`src/rtl/uart2wifi_pkg.sv`:
```
// Shared types and helpers for the uart2wifi byte bridge.
package uart2wifi_pkg;

    typedef logic [7:0] byte_t;

    typedef enum logic [1:0] {
        RX_IDLE,
        RX_START,
        RX_DATA,
        RX_STOP
    } rx_state_e;

    typedef enum logic [1:0] {
        TX_IDLE,
        TX_START,
        TX_DATA,
        TX_STOP
    } tx_state_e;

    // Bit period in core clocks, truncated.
    function automatic int unsigned clks_per_bit(input int unsigned clk_hz,
                                                 input int unsigned baud);
        return clk_hz / baud;
    endfunction

endpackage

```
`src/rtl/uart2wifi_link.sv`:
```
// One direction of the bridge: 8N1 receiver -> byte FIFO -> 8N1 transmitter.
module uart2wifi_link
    import uart2wifi_pkg::*;
#(
    parameter int unsigned RX_CLKS    = 434,
    parameter int unsigned TX_CLKS    = 434,
    parameter int unsigned FIFO_DEPTH = 16
) (
    input  logic clk,
    input  logic rst_n,
    input  logic rx_in,
    output logic tx_out,
    output logic overflow,
    output logic frame_err,
    output logic busy
);

    localparam int unsigned AW  = $clog2(FIFO_DEPTH);
    localparam int unsigned PW  = AW + 1;
    localparam int unsigned CW  = $clog2((RX_CLKS > TX_CLKS) ? RX_CLKS : TX_CLKS) + 1;
    localparam logic [CW-1:0] RX_HALF = CW'(RX_CLKS / 2 - 1);
    localparam logic [CW-1:0] RX_LAST = CW'(RX_CLKS - 1);
    localparam logic [CW-1:0] TX_LAST = CW'(TX_CLKS - 1);

    logic          sync1_q, sync2_q, prev_q;
    rx_state_e     rx_state_q;
    logic [CW-1:0] rx_cnt_q;
    logic [2:0]    rx_bit_q;
    byte_t         rx_sh_q;
    logic          push_q;
    logic          frame_err_q;

    byte_t         mem_q [FIFO_DEPTH];
    logic [PW-1:0] wr_ptr_q, rd_ptr_q;
    logic          overflow_q;
    logic          empty_c, full_c, push_ok_c, pop_c;
    byte_t         rd_data_c;

    tx_state_e     tx_state_q;
    logic [CW-1:0] tx_cnt_q;
    logic [2:0]    tx_bit_q;
    byte_t         tx_sh_q;
    logic          tx_q;
    logic          busy_q;

    assign empty_c   = (wr_ptr_q == rd_ptr_q);
    assign full_c    = (wr_ptr_q[AW] != rd_ptr_q[AW]) &&
                       (wr_ptr_q[AW-1:0] == rd_ptr_q[AW-1:0]);
    assign push_ok_c = push_q && !full_c;
    assign rd_data_c = mem_q[rd_ptr_q[AW-1:0]];
    // Pop on leaving idle, or at the end of a stop bit so frames run back-to-back.
    assign pop_c     = !empty_c &&
                       ((tx_state_q == TX_IDLE) ||
                        ((tx_state_q == TX_STOP) && (tx_cnt_q == TX_LAST)));

    // Receiver: synchronizer, falling-edge detect, mid-bit sampling.
    always_ff @(posedge clk or negedge rst_n) begin
        if (!rst_n) begin
            sync1_q     <= 1'b1;
            sync2_q     <= 1'b1;
            prev_q      <= 1'b1;
            rx_state_q  <= RX_IDLE;
            rx_cnt_q    <= '0;
            rx_bit_q    <= '0;
            rx_sh_q     <= '0;
            push_q      <= 1'b0;
            frame_err_q <= 1'b0;
        end else begin
            sync1_q <= rx_in;
            sync2_q <= sync1_q;
            prev_q  <= sync2_q;
            push_q  <= 1'b0;
            case (rx_state_q)
                RX_IDLE: begin
                    if (prev_q && !sync2_q) begin
                        rx_state_q <= RX_START;
                        rx_cnt_q   <= '0;
                    end
                end
                RX_START: begin
                    if (rx_cnt_q == RX_HALF) begin
                        rx_cnt_q   <= '0;
                        rx_bit_q   <= '0;
                        rx_state_q <= sync2_q ? RX_IDLE : RX_DATA;
                    end else begin
                        rx_cnt_q <= rx_cnt_q + CW'(1);
                    end
                end
                RX_DATA: begin
                    if (rx_cnt_q == RX_LAST) begin
                        rx_cnt_q <= '0;
                        rx_sh_q  <= {sync2_q, rx_sh_q[7:1]};
                        if (rx_bit_q == 3'd7) begin
                            rx_state_q <= RX_STOP;
                        end else begin
                            rx_bit_q <= rx_bit_q + 3'd1;
                        end
                    end else begin
                        rx_cnt_q <= rx_cnt_q + CW'(1);
                    end
                end
                RX_STOP: begin
                    if (rx_cnt_q == RX_LAST) begin
                        rx_cnt_q   <= '0;
                        rx_state_q <= RX_IDLE;
                        if (sync2_q) begin
                            push_q <= 1'b1;
                        end else begin
                            frame_err_q <= 1'b1;
                        end
                    end else begin
                        rx_cnt_q <= rx_cnt_q + CW'(1);
                    end
                end
                default: rx_state_q <= RX_IDLE;
            endcase
        end
    end

    // FIFO storage; contents need no reset since pointers define validity.
    always_ff @(posedge clk) begin
        if (push_ok_c) begin
            mem_q[wr_ptr_q[AW-1:0]] <= rx_sh_q;
        end
    end

    // FIFO pointers and sticky overflow.
    always_ff @(posedge clk or negedge rst_n) begin
        if (!rst_n) begin
            wr_ptr_q   <= '0;
            rd_ptr_q   <= '0;
            overflow_q <= 1'b0;
        end else begin
            if (push_ok_c) begin
                wr_ptr_q <= wr_ptr_q + PW'(1);
            end
            if (push_q && full_c) begin
                overflow_q <= 1'b1;
            end
            if (pop_c) begin
                rd_ptr_q <= rd_ptr_q + PW'(1);
            end
        end
    end

    // Transmitter: start, 8 data bits LSB first, one stop bit.
    always_ff @(posedge clk or negedge rst_n) begin
        if (!rst_n) begin
            tx_state_q <= TX_IDLE;
            tx_cnt_q   <= '0;
            tx_bit_q   <= '0;
            tx_sh_q    <= '0;
            tx_q       <= 1'b1;
            busy_q     <= 1'b0;
        end else begin
            busy_q <= !empty_c || (tx_state_q != TX_IDLE);
            case (tx_state_q)
                TX_IDLE: begin
                    tx_q <= 1'b1;
                    if (pop_c) begin
                        tx_sh_q    <= rd_data_c;
                        tx_q       <= 1'b0;
                        tx_cnt_q   <= '0;
                        tx_state_q <= TX_START;
                    end
                end
                TX_START: begin
                    if (tx_cnt_q == TX_LAST) begin
                        tx_cnt_q   <= '0;
                        tx_bit_q   <= '0;
                        tx_q       <= tx_sh_q[0];
                        tx_state_q <= TX_DATA;
                    end else begin
                        tx_cnt_q <= tx_cnt_q + CW'(1);
                    end
                end
                TX_DATA: begin
                    if (tx_cnt_q == TX_LAST) begin
                        tx_cnt_q <= '0;
                        if (tx_bit_q == 3'd7) begin
                            tx_q       <= 1'b1;
                            tx_state_q <= TX_STOP;
                        end else begin
                            tx_bit_q <= tx_bit_q + 3'd1;
                            tx_sh_q  <= {1'b0, tx_sh_q[7:1]};
                            tx_q     <= tx_sh_q[1];
                        end
                    end else begin
                        tx_cnt_q <= tx_cnt_q + CW'(1);
                    end
                end
                TX_STOP: begin
                    if (tx_cnt_q == TX_LAST) begin
                        tx_cnt_q <= '0;
                        if (pop_c) begin
                            tx_sh_q    <= rd_data_c;
                            tx_q       <= 1'b0;
                            tx_state_q <= TX_START;
                        end else begin
                            tx_state_q <= TX_IDLE;
                        end
                    end else begin
                        tx_cnt_q <= tx_cnt_q + CW'(1);
                    end
                end
                default: tx_state_q <= TX_IDLE;
            endcase
        end
    end

    assign tx_out    = tx_q;
    assign overflow  = overflow_q;
    assign frame_err = frame_err_q;
    assign busy      = busy_q;

endmodule

```
`src/rtl/uart2wifi_core.sv`:
```
// Top of the uart2wifi bridge: two independent links, host->wifi and wifi->host.
module uart2wifi_core
    import uart2wifi_pkg::*;
#(
    parameter int unsigned CLK_HZ          = 50_000_000,
    parameter int unsigned BAUD            = 115200,
    parameter int unsigned FIFO_DEPTH      = 16,
    // Non-zero overrides the transmitter bit period (clocks); 0 uses CLK_HZ/BAUD.
    parameter int unsigned TX_CLKS_PER_BIT = 0
) (
    input  logic clk,
    input  logic rst_n,
    input  logic host_rx,
    output logic host_tx,
    input  logic wifi_rx,
    output logic wifi_tx,
    output logic h2w_overflow,
    output logic w2h_overflow,
    output logic frame_err,
    output logic busy
);

    localparam int unsigned RX_CLKS = clks_per_bit(CLK_HZ, BAUD);
    localparam int unsigned TX_CLKS = (TX_CLKS_PER_BIT != 0) ? TX_CLKS_PER_BIT : RX_CLKS;

    logic h2w_ferr, w2h_ferr, h2w_busy, w2h_busy;
    logic frame_err_q, busy_q;

    uart2wifi_link #(
        .RX_CLKS   (RX_CLKS),
        .TX_CLKS   (TX_CLKS),
        .FIFO_DEPTH(FIFO_DEPTH)
    ) u_h2w (
        .clk      (clk),
        .rst_n    (rst_n),
        .rx_in    (host_rx),
        .tx_out   (wifi_tx),
        .overflow (h2w_overflow),
        .frame_err(h2w_ferr),
        .busy     (h2w_busy)
    );

    uart2wifi_link #(
        .RX_CLKS   (RX_CLKS),
        .TX_CLKS   (TX_CLKS),
        .FIFO_DEPTH(FIFO_DEPTH)
    ) u_w2h (
        .clk      (clk),
        .rst_n    (rst_n),
        .rx_in    (wifi_rx),
        .tx_out   (host_tx),
        .overflow (w2h_overflow),
        .frame_err(w2h_ferr),
        .busy     (w2h_busy)
    );

    // Merge per-direction status into the shared flags.
    always_ff @(posedge clk or negedge rst_n) begin
        if (!rst_n) begin
            frame_err_q <= 1'b0;
            busy_q      <= 1'b0;
        end else begin
            frame_err_q <= h2w_ferr | w2h_ferr;
            busy_q      <= h2w_busy | w2h_busy;
        end
    end

    assign frame_err = frame_err_q;
    assign busy      = busy_q;

endmodule

```
`config.mk`:
```
export PLATFORM = sky130hd
export DESIGN_NAME = uart2wifi_core
export DESIGN_NICKNAME = d
export VERILOG_FILES = /design/src/rtl/uart2wifi_pkg.sv /design/src/rtl/uart2wifi_link.sv /design/src/rtl/uart2wifi_core.sv
export SDC_FILE = /design/constraint.sdc
export NUM_CORES = 1
export LEC_CHECK = 0
export ABC_AREA = 1
export BUFFER_PORTS_ARGS = -buffer_cell sky130_fd_sc_hd__buf_4
export CORE_ASPECT_RATIO = 1.4
export CORE_MARGIN = 2
export CORE_UTILIZATION = 45
export CTS_CLUSTER_DIAMETER = 100
export CTS_CLUSTER_SIZE = 16
export DETAILED_ROUTE_END_ITERATION = 7
export GPL_TIMING_DRIVEN = 0
export PLACE_DENSITY = 0.69
export SKIP_CTS_REPAIR_TIMING = 1
export SLEW_MARGIN = 15
export SYNTH_ARGS = -nofsm -noshare
export SYNTH_HDL_FRONTEND = slang
export SYNTH_HIERARCHICAL = 1
export SYNTH_SLANG_ARGS = --single-unit
```
`constraint.sdc`:
```
create_clock -name clk -period 5.9 [get_ports clk]
set_input_delay 1.18 -clock clk [delete_from_list [all_inputs] [get_ports clk]]
set_output_delay 1.18 -clock clk [all_outputs]
set_load 0.02 [all_outputs]
```
==> impl_summary.txt, run 1 <==
----------------------------------------------------
[Setup path]
  Worst EP required ... 6090 ps
  Category of the worst setup path capture point ... flip-flop
  Kind of critical path ... reg2reg
  Worst Path Arrival ... 2760 ps
  Max FO, Critical Path ... 8
  Setup crit start kind ... flip-flop
  R2R setup slack ... 3330 ps

[CTS]
  Number of buffers created by CTS ... 28
  Root buffer cell ... clkbuf_16
  TritonCTS clock tree ... built
  # clock sinks ... 386
  Reg clk slew, reported paths ... 70 ps
  Maximum buffer depth of the clock tree ... 3
  H-tree depth ... 1
  Clk_lat worst skew ... 560 ps

[Power]
  PwrDens ... 270 mW/mm^2
  Leak pwr ... 7.75 nW
  IR drop worst, VDD ... 280 uV

[Global routing]
  Initial antenna violation count ... 0
  Maximum number of pins on one net before global-route repair ... 84
  Global-route usage over all layers ... 0.189
  Number of global-route vias before repair ... 12000
  Overflow left after global routing ... 0
  First-pass GRT wire length ... 60800 um

[Run status]
  Result of the run ... complete, no violations

[STA]
  Final Hold Vio Count ... 0
  Crit path time final ... 2570 ps
  Clock Skew ... 17.5 ps
  Setup repair after global routing missed its margin ... no
  Slew at the pin with the worst max-slew slack ... 835 ps
  Final worst-path cycle share ... 0.436
  Worst max-slew margin expressed relative to the limit ... 0.441
  Final setup TNS ... 0 ps
  Peak clock frequency supported by timing ... 0.389 GHz
  Hold slack final ... 357 ps
  Post-route setup slack ... 3330 ps
  Final-report max-slew violation count ... 0
  # setup viols final ... 0

[Synthesis]
  Part of the Yosys area used for sequential elements ... 0.630
  Cell count after synthesis ... 1753
  Cell types with the largest area share after synthesis ... edfxtp_1 44%, dfrtp_1 18%, nand2_1 9.4%
  Post-Synthesis Net Count ... 1793
  Predominant post-synthesis flop cell ... edfxtp_1
  Synth Register Bits ... 386
  Count of warnings emitted by yosys ... 6
  Number of synthesized flops with an enable pin ... 256
  Synthesized area per cell ... 9.92 um^2
  Synth unique cells ... 46
  Asr flop ratio synth ... 0.337
  Dominant cell type by area after synthesis ... edfxtp_1
  Proportion of netlist area held by the largest area contributor ... 0.442
  Synthesized cell area ... 0.0174 mm^2

[Place]
  Count of buffers inserted at the top-level ports ... 9
  Final weighted congestion in routability-driven placement ... 0.960
  HPWL after DPL ... 26000 um
  Placement-stage worst setup slack ... 3310 ps

[Cells and area]
  Most common library cell in the layout ignoring fill and taps ... nand2_1
  Antenna diode count ... 0
  Fill cell total of the finished layout ... 3402
  Commonest cells after routing, fill and taps aside ... 436 x nand2_1, 259 x nor2_1, 256 x edfxtp_1
  Share of cells above drive strength 1 ... 0.0788
  Area delta synth->final ... 8.75%
  Total number of nets in the final design ... 1833

[Floorplanning]
  Starting Density ... 0.454
  Die Outline Area ... 0.0402 mm^2
  Standard-cell row count ... 85
  Number of top-level pins ... 10
  Die span in y ... 237 um
  X dimension of the die ... 170 um
  Core area ... 0.0383 mm^2

[Min path]
  Worst min-delay path class ... reg2reg

[Detailed routing]
  Detailed-route DRC error count ... 0
  Average detailed-routed wire length per instance ... 16.4 um
  Antenna-violating nets left ... 0
  Detailed Routing Iterations Pass 1 ... 5
  Final routed wirelength across all metal layers ... 37600 um
  Number of vias in the routed layout ... 12000
  DRC violation total after the first TritonRoute iteration ... 927
  Vias/cell ... 5.24

[Job]
  Reported max-cap violation count ... 0

----------------------------------------------------
==> sequential cells by signal, indices dropped and copies added (netlist names), 8 cells and up, named ones only <==
signal          cells
u_h2w/mem_q       128
u_h2w/rx_sh_q       8
u_h2w/tx_sh_q       8
u_h2w/tx_cnt_q     10
u_w2h/rx_cnt_q     10
u_w2h/tx_cnt_q     10
u_w2h/tx_sh_q       8
u_h2w/rx_cnt_q     10
u_w2h/rx_sh_q       8
u_w2h/mem_q       128
==> worst max-delay path, stage by stage (launching register included) <==
cell      delay, ps
dfrtp_1         390
buf_2           170
inv_2           150
nand2_1          80
nand2_1          80
nor2_2           50
nand3b_1        110
nand2_1         120
inv_1           180
nand2_1         190
nor2_1          670
==> per-stage QoR <==
step                      power (mW)  cells   util  area (um^2)
after floorplan                 3.24   1753      -        17400
after global placement          3.32   2240  0.471        18000
after detailed placement        3.34   2241  0.472        18100
after CTS                       5.14   2293  0.494        18900
after global routing            5.31   2293  0.494        18900
final                           5.11   2293  0.494        18900
==> worst paths after layout <==
kind / from / end / depth (start not counted)
min: u_h2w/sync1_q / u_h2w/sync2_q / 0
max reg2reg: u_h2w/rd_ptr_q[1] / u_h2w/mem_q[9][4] / 10
min reg2reg: u_h2w/sync1_q / u_h2w/sync2_q / 0
max: u_h2w/rd_ptr_q[1] / u_h2w/mem_q[9][4] / 10
max in group asynchronous: rst_n / u_w2h/tx_out / 2
min in group asynchronous: rst_n / u_h2w/rx_bit_q[1] / 1
==> power by group <==
group / switching (mW) / leakage [nW] / internal (mW)
clock: 0.903 / 0.391 / 0.927
sequential: 0.0501 / 3.54 / 2.91
combinational: 0.214 / 3.82 / 0.103
==> final cells by class <==
cell class | instances | area, um^2 | share of cell area
Clock inverter | 1 | 16.3 | 0.000860
Clock buffer | 51 | 808 | 0.0428
Tap cell | 478 | 598 | 0.0316
Multi-Input combinational cell | 1146 | 5520 | 0.292
Inverter | 169 | 634 | 0.0336
Timing Repair Buffer | 10 | 98.8 | 0.00523
Sequential cell | 386 | 11000 | 0.579
Buffer | 52 | 279 | 0.0148
==> cells in the mapped netlist, drive strengths merged, types with 4 or more instances <==
| cell type | count |
|---|---|
| nand2 | 446 |
| nor2 | 265 |
| edfxtp | 256 |
| inv | 165 |
| o21ai | 144 |
| dfrtp | 122 |
| nand3 | 114 |
| ha | 36 |
| a21oi | 35 |
| buf | 30 |
| xor2 | 23 |
| clkbuf | 22 |
| o22ai | 16 |
| nor3 | 13 |
| or2 | 13 |
| dfstp | 8 |
| mux2 | 7 |
| xnor2 | 7 |
| nand4 | 6 |
| nand3b | 5 |
| clkinv | 4 |
| o21bai | 4 |
==> cells by family after synthesis <==
logic type / after synthesis / share of synthesized area
adders and majority gates: 36 / 0.0259
DFF: 386 / 0.630
AOI/OAI and AO/OA: 210 / 0.0661
and+or+nand+nor: 863 / 0.206
muxes: 7 / 0.00453
buffers and inverters: 221 / 0.0525
xor gates and xnor gates: 30 / 0.0151
==> metal layers <==
metal | wire length, um | part of all wire | track usage
met2 | 20100 | 0.53 | 0.362
met4 | 1250 | 0.033 | 0.0619
met3 | 1710 | 0.045 | 0.0175
met5 | 0 | 0 | 0
met1 | 14500 | 0.39 | 0.220
Power figures use the tool's default switching activity.
==> run 2: changes to the inputs <==
--- a/config.mk
+++ b/config.mk
@@ -5,7 +5,7 @@
 export SDC_FILE = /design/constraint.sdc
 export NUM_CORES = 1
 export LEC_CHECK = 0
-export ABC_AREA = 1
+export ABC_AREA = 0
 export BUFFER_PORTS_ARGS = -buffer_cell sky130_fd_sc_hd__buf_4
 export CORE_ASPECT_RATIO = 1.4
 export CORE_MARGIN = 2
@@ -14,7 +14,7 @@
 export CTS_CLUSTER_SIZE = 16
 export DETAILED_ROUTE_END_ITERATION = 7
 export GPL_TIMING_DRIVEN = 0
-export PLACE_DENSITY = 0.69
+export PLACE_DENSITY = 0.71
 export SKIP_CTS_REPAIR_TIMING = 1
 export SLEW_MARGIN = 15
 export SYNTH_ARGS = -nofsm -noshare
==> constraint.sdc (replaced) <==
create_clock -name clk -period 2.1 [get_ports clk]
set_input_delay 0.42 -clock clk [delete_from_list [all_inputs] [get_ports clk]]
set_output_delay 0.42 -clock clk [all_outputs]
set_load 0.02 [all_outputs]
==> run 2 against run 1 <==
Largest cell class unchanged. Utilization rose by 4.5 points. Global-route usage fell by 2.1 points. Register-to-register slack got worse by 3600 ps. The flow now finishes with violations (setup timing). Wire length fell by 8.8%. Non-clock buffer count rose by 58. Sequential power rose to 2.8 times the previous value. Maximum frequency rose by 7.2%.
==> impl_summary.txt, run 2 <==
----------------------------------------------------
[Min path]
  Worst min-delay path class ... in2async

[CTS]
  H-tree depth ... 1
  TritonCTS clock tree ... built
  Maximum buffer depth of the clock tree ... 3
  Reg clk slew, reported paths ... 80 ps
  Number of buffers created by CTS ... 28
  # clock sinks ... 386
  Root buffer cell ... clkbuf_16
  Clk_lat worst skew ... 570 ps

[Place]
  Final weighted congestion in routability-driven placement ... 0.775
  Dpl cells ... 1564
  Placement-stage worst setup slack ... -884 ps
  Count of buffers inserted at the top-level ports ... 9
  HPWL after DPL ... 21700 um

[Setup path]
  Kind of critical path ... reg2reg
  Worst Path Arrival ... 2850 ps
  Max FO, Critical Path ... 8
  Category of the worst setup path capture point ... flip-flop
  Worst EP required ... 2550 ps
  Setup crit start kind ... flip-flop

[Cells and area]
  Antenna diode count ... 0
  Filler-free cell count of the finished design ... 1686
  Post-layout util ... 0.539
  Total number of nets in the final design ... 1237
  Area delta synth->final ... 18.0%
  Share of cells above drive strength 1 ... 0.297
  Most common library cell in the layout ignoring fill and taps ... edfxtp_1
  Commonest cells after routing, fill and taps aside ... 256 x edfxtp_1, 114 x dfrtp_1, 63 x o21ai_0

[Global routing]
  Initial antenna violation count ... 0
  Overflow left after global routing ... 0
  First-pass GRT wire length ... 51600 um
  Maximum number of pins on one net before global-route repair ... 92
  Global-route usage over all layers ... 0.168
  Number of global-route vias before repair ... 9433

[Power]
  PwrDens ... 707 mW/mm^2
  IR drop worst, VDD ... 610 uV
  Leak pwr ... 6.54 nW

[Synthesis]
  Synth unique cells ... 87
  Cell count after synthesis ... 1087
  Most frequent cells after synthesis ... 256 x edfxtp_1, 122 x dfrtp_1, 65 x o21ai_0, 62 x nand2_1, 57 x mux4_2
  Synthesized cell area ... 0.0168 mm^2
  Number of synthesized flops with an enable pin ... 256
  Asr flop ratio synth ... 0.337
  Leading cell type by number of instances after synthesis ... edfxtp_1
  Count of warnings emitted by yosys ... 6
  Proportion of netlist area held by the largest area contributor ... 0.458
  Cell types with the largest area share after synthesis ... edfxtp_1 46%, dfrtp_1 18%, mux4_2 7.6%
  Synth Register Bits ... 386
  Dominant cell type by area after synthesis ... edfxtp_1
  Post-Synthesis Net Count ... 1127
  Part of the Yosys area used for sequential elements ... 0.652
  Synthesized area per cell ... 15.4 um^2
  Predominant post-synthesis flop cell ... edfxtp_1

[Job]
  Reported max-cap violation count ... 0

[Detailed routing]
  Average detailed-routed wire length per instance ... 20.4 um
  Detailed-route DRC error count ... 0
  Final routed wirelength across all metal layers ... 34300 um
  Detailed Routing Iterations Pass 1 ... 5
  Vias/cell ... 5.64
  Antenna-violating nets left ... 0
  DRC violation total after the first TritonRoute iteration ... 659
  Number of vias in the routed layout ... 9506

[STA]
  Final-report max-slew violation count ... 0
  Hold slack final ... 323 ps
  Worst max-slew margin expressed relative to the limit ... 0.353
  Post-route setup slack ... -297 ps
  Clock Skew ... 23.0 ps
  Slew at the pin with the worst max-slew slack ... 970 ps
  # setup viols final ... 121
  Peak clock frequency supported by timing ... 0.417 GHz
  Final setup TNS ... -8400 ps
  Final worst-path cycle share ... 1.14
  Crit path time final ... 2400 ps
  Setup repair after global routing missed its margin ... yes
  Final Hold Vio Count ... 0

[Floorplanning]
  Number of top-level pins ... 10
  Core area ... 0.0368 mm^2
  Die span in y ... 233 um
  X dimension of the die ... 167 um
  Starting Density ... 0.457
  Standard-cell row count ... 83
  Die Outline Area ... 0.0389 mm^2

[Run status]
  Result of the run ... finished, violations left
  Failing checks ... setup timing

----------------------------------------------------
-- run 2: changes by cell type in the layout (fill, tap and decap cells not counted), sizes merged, moves of 13 or more --
cell   change
buf       +62
mux4      +57
xnor2     +13
nand2    -382
inv      -135
mux2i     +32
nand3    -101
nor2     -208
a22oi     +13
a21oi     -13
o21ai     -73
mux2      +40
-- run 2: where the power goes --
| group | switching [mW] | internal [mW] |
|---|---|---|
| clock | 2.51 | 2.54 |
| combinational | 0.343 | 0.278 |
| sequential | 0.175 | 8.17 |
| total | 3.02 | 11.0 |
-- run 2: critical path, cell delays in order, from the launching register on --
cell and delay (ps):
dfrtp_1 420, ha_2 210, ha_4 180, nor3b_4 210
o21bai_1 90, a21boi_2 150, or4_4 580, nand2_8 130
mux2_4 310
-- run 2: area by class of cell --
class,instances,area (um^2)
fillers,2873,17000
flip-flops and latches,386,11000
multi-input cells,630,6140
repair buffers,82,908
clock buffers,50,783
well taps,467,584
plain buffers,38,278
inverters,31,123
clock inverters,2,32.5
-- run 2: path summary, 6_finish.rpt --
kind	startpoint	end	slack (ps)	depth (start not counted)
worst min-delay path	rst_n	u_w2h/rx_sh_q[0]	320	2
max in group asynchronous	rst_n	u_w2h/tx_cnt_q[0]	1010	3
worst max register to register	u_w2h/tx_bit_q[0]	u_w2h/tx_sh_q[6]	-300	8
worst min register to register	u_h2w/sync1_q	u_h2w/sync2_q	360	0
min in group clk	u_h2w/sync1_q	u_h2w/sync2_q	360	0
worst max-delay path	u_w2h/tx_bit_q[0]	u_w2h/tx_sh_q[6]	-300	8
-- run 2: cells by family (layout without fill, tap and decap cells) --
family / after synthesis / after routing / synth area share
XOR/XNOR: 31 / 31 / 0.0162
adder cells (fa/ha/maj): 36 / 36 / 0.0268
flip-flops: 386 / 386 / 0.652
AND/OR/NAND/NOR: 241 / 242 / 0.0814
AO/OA/AOI/OAI: 185 / 185 / 0.0738
multiplexers: 136 / 136 / 0.129
buffers and inverters: 72 / 203 / 0.0210
-- run 2: layer usage --
layer  wire [um]  vias up  track usage  part of all wire
li1            -     4384            -                 -
met1       13300     4898        0.194              0.39
met2       19300      168        0.327              0.56
met3         908       56       0.0177             0.026
met4         848        0       0.0505             0.025
met5           0        -            0                 0
-- run 2: per-stage QoR --
step	power (mW)	instance area [um^2]
6_report	14.0	19800
5_1_grt	14.6	19800
4_1_cts	14.1	18500
3_5_place_dp	9.02	17600
3_3_place_gp	8.99	17600
2_1_floorplan	8.84	16900
==> run 3: changes to the inputs <==
--- a/config.mk
+++ b/config.mk
@@ -10,6 +10,7 @@
 export CORE_ASPECT_RATIO = 1.4
 export CORE_MARGIN = 2
 export CORE_UTILIZATION = 45
+export CTS_BUF_LIST = sky130_fd_sc_hd__clkbuf_4 sky130_fd_sc_hd__clkbuf_8
 export CTS_CLUSTER_DIAMETER = 100
 export CTS_CLUSTER_SIZE = 16
 export DETAILED_ROUTE_END_ITERATION = 7
==> run 3 against run 2 <==
Wire length is 1.3% lower. Global-route usage is 0.18 points lower. The run still ends with setup timing left. Sequential power about the same. Non-clock buffer count up 7. Via count barely moved. Clock power fell by 21%. Critical endpoint unchanged. Utilization fell by 0.51 points.
==> impl_summary.txt, run 3 (synthesis results as in run 2) <==
----------------------------------------------------
[Cells and area]
  Most common library cell in the layout ignoring fill and taps ... edfxtp_1
  Area delta synth->final ... 16.9%
  Commonest cells after routing, fill and taps aside ... 256 x edfxtp_1, 114 x dfrtp_1, 64 x o21ai_0
  Total number of nets in the final design ... 1244
  Share of cells above drive strength 1 ... 0.318
  Filler-free cell count of the finished design ... 1694

[STA]
  Post-route setup slack ... -279 ps
  Hold slack final ... 264 ps
  Crit path time final ... 2380 ps
  # setup viols final ... 202
  Peak clock frequency supported by timing ... 0.420 GHz
  Final Hold Vio Count ... 0
  Final worst-path cycle share ... 1.13
  Slew at the pin with the worst max-slew slack ... 981 ps
  Setup repair after global routing missed its margin ... yes
  Final-report max-slew violation count ... 0
  Clock Skew ... 29.0 ps
  Worst max-slew margin expressed relative to the limit ... 0.346

[Run status]
  Result of the run ... finished, violations left
  Failing checks ... setup timing

[Detailed routing]
  Detailed Routing Iterations Pass 1 ... 5
  Detailed-route DRC error count ... 0
  Antenna-violating nets left ... 0
  Average detailed-routed wire length per instance ... 20.0 um
  Vias/cell ... 5.61
  DRC violation total after the first TritonRoute iteration ... 595
  Number of vias in the routed layout ... 9504
  Final routed wirelength across all metal layers ... 33900 um

[Floorplanning]
  Starting Density ... 0.457
  Number of top-level pins ... 10
  X dimension of the die ... 167 um
  Standard-cell row count ... 83
  Die Outline Area ... 0.0389 mm^2
  Core area ... 0.0368 mm^2
  Die span in y ... 233 um

[Setup path]
  Worst EP required ... 2610 ps
  Kind of critical path ... reg2reg
  Worst Path Arrival ... 2890 ps
  Worst reg2reg startpoint ... u_w2h/tx_bit_q[0]
  Setup crit start kind ... flip-flop
  Category of the worst setup path capture point ... flip-flop
  Ordered cell list for the critical path ... ha_2 -> ha_4 -> nor3b_4 -> o21bai_1 -> a21boi_1 -> or4_4 -> nand2_8 -> mux2_4
  Crit path max-delay cell type ... or4_4
  WP buf/inv ... 0
  CP delay by family, top ... simple AND/OR/NAND/NOR gates
  CP Launch Point ... u_w2h/tx_bit_q[0]
  Largest stage delay on the critical path ... 590 ps
  Max FO, Critical Path ... 8

[Global routing]
  Global-route usage over all layers ... 0.166
  Overflow left after global routing ... 0
  Initial antenna violation count ... 1
  Maximum number of pins on one net before global-route repair ... 92
  Number of global-route vias before repair ... 9403
  First-pass GRT wire length ... 51300 um

[Job]
  Reported max-cap violation count ... 0

[Power]
  Leak pwr ... 6.50 nW
  PwrDens ... 662 mW/mm^2
  Power after layout ... 13.0 mW
  IR drop worst, VDD ... 418 uV

[CTS]
  # clock sinks ... 386
  Number of buffers created by CTS ... 28
  Maximum buffer depth of the clock tree ... 3
  TritonCTS clock tree ... built
  Clk_lat worst skew ... 620 ps
  H-tree depth ... 1
  Root buffer cell ... clkbuf_8
  Reg clk slew, reported paths ... 110 ps

[Place]
  HPWL after DPL ... 21700 um
  Count of buffers inserted at the top-level ports ... 9
  Dpl cells ... 1564
  Final weighted congestion in routability-driven placement ... 0.775

[Min path]
  Worst min-delay path class ... in2async

----------------------------------------------------
run 3: cell types whose count changed in the layout (fill, tap and decap cells not counted), sizes merged:
| cell | previous run | this run |
|---|---|---|
| clkinv | 1 | 0 |
| inv | 31 | 32 |
| clkbuf | 65 | 64 |
| diode | 0 | 1 |
| buf | 102 | 110 |
run 3: cell type report:
class	count	area, um^2
Fill cell	2893	17100
Sequential cell	386	11000
Multi-Input combinational cell	630	6150
Timing Repair Buffer	88	962
Tap cell	467	584
Clock buffer	50	551
Buffer	39	269
Inverter	31	123
Clock inverter	2	25.0
Antenna cell	1	2.50
run 3: power breakdown:
group,internal (mW),switching (mW)
combinational,0.313,0.357
clock,1.67,2.32
sequential,8.16,0.173
run 3: per-layer routing:
layer  GRT usage  share of wire  up-vias
li1            -              -     4394
met1       0.193           0.38     4901
met2       0.322           0.57      163
met3      0.0177          0.027       46
met4      0.0486          0.018        0
met5           0              0        -
run 3: path summary, 6_finish.rpt:
check,endpoint,slack (ps),cells past startpoint
worst max-delay path,u_w2h/tx_sh_q[6],-280,8
worst min-delay path,u_w2h/wr_ptr_q[2],260,2
worst max register to register,u_w2h/tx_sh_q[6],-280,8
worst min register to register,u_h2w/sync2_q,350,0
max in group asynchronous,u_h2w/sync2_q,1050,3
min in group clk,u_h2w/sync2_q,350,0
run 3: through the flow:
step | instance area, um^2 | util | setup TNS, ps | setup slack, ps
6_report | 19600 | 0.534 | -12790 | -279
5_1_grt | 19600 | 0.534 | -31530 | -357
4_1_cts | 18200 | 0.496 | -124260 | -907
3_5_place_dp | 17600 | 0.480 | -116710 | -884
3_3_place_gp | 17600 | 0.479 | -102730 | -812
2_1_floorplan | 16900 | - | -10000 | -165
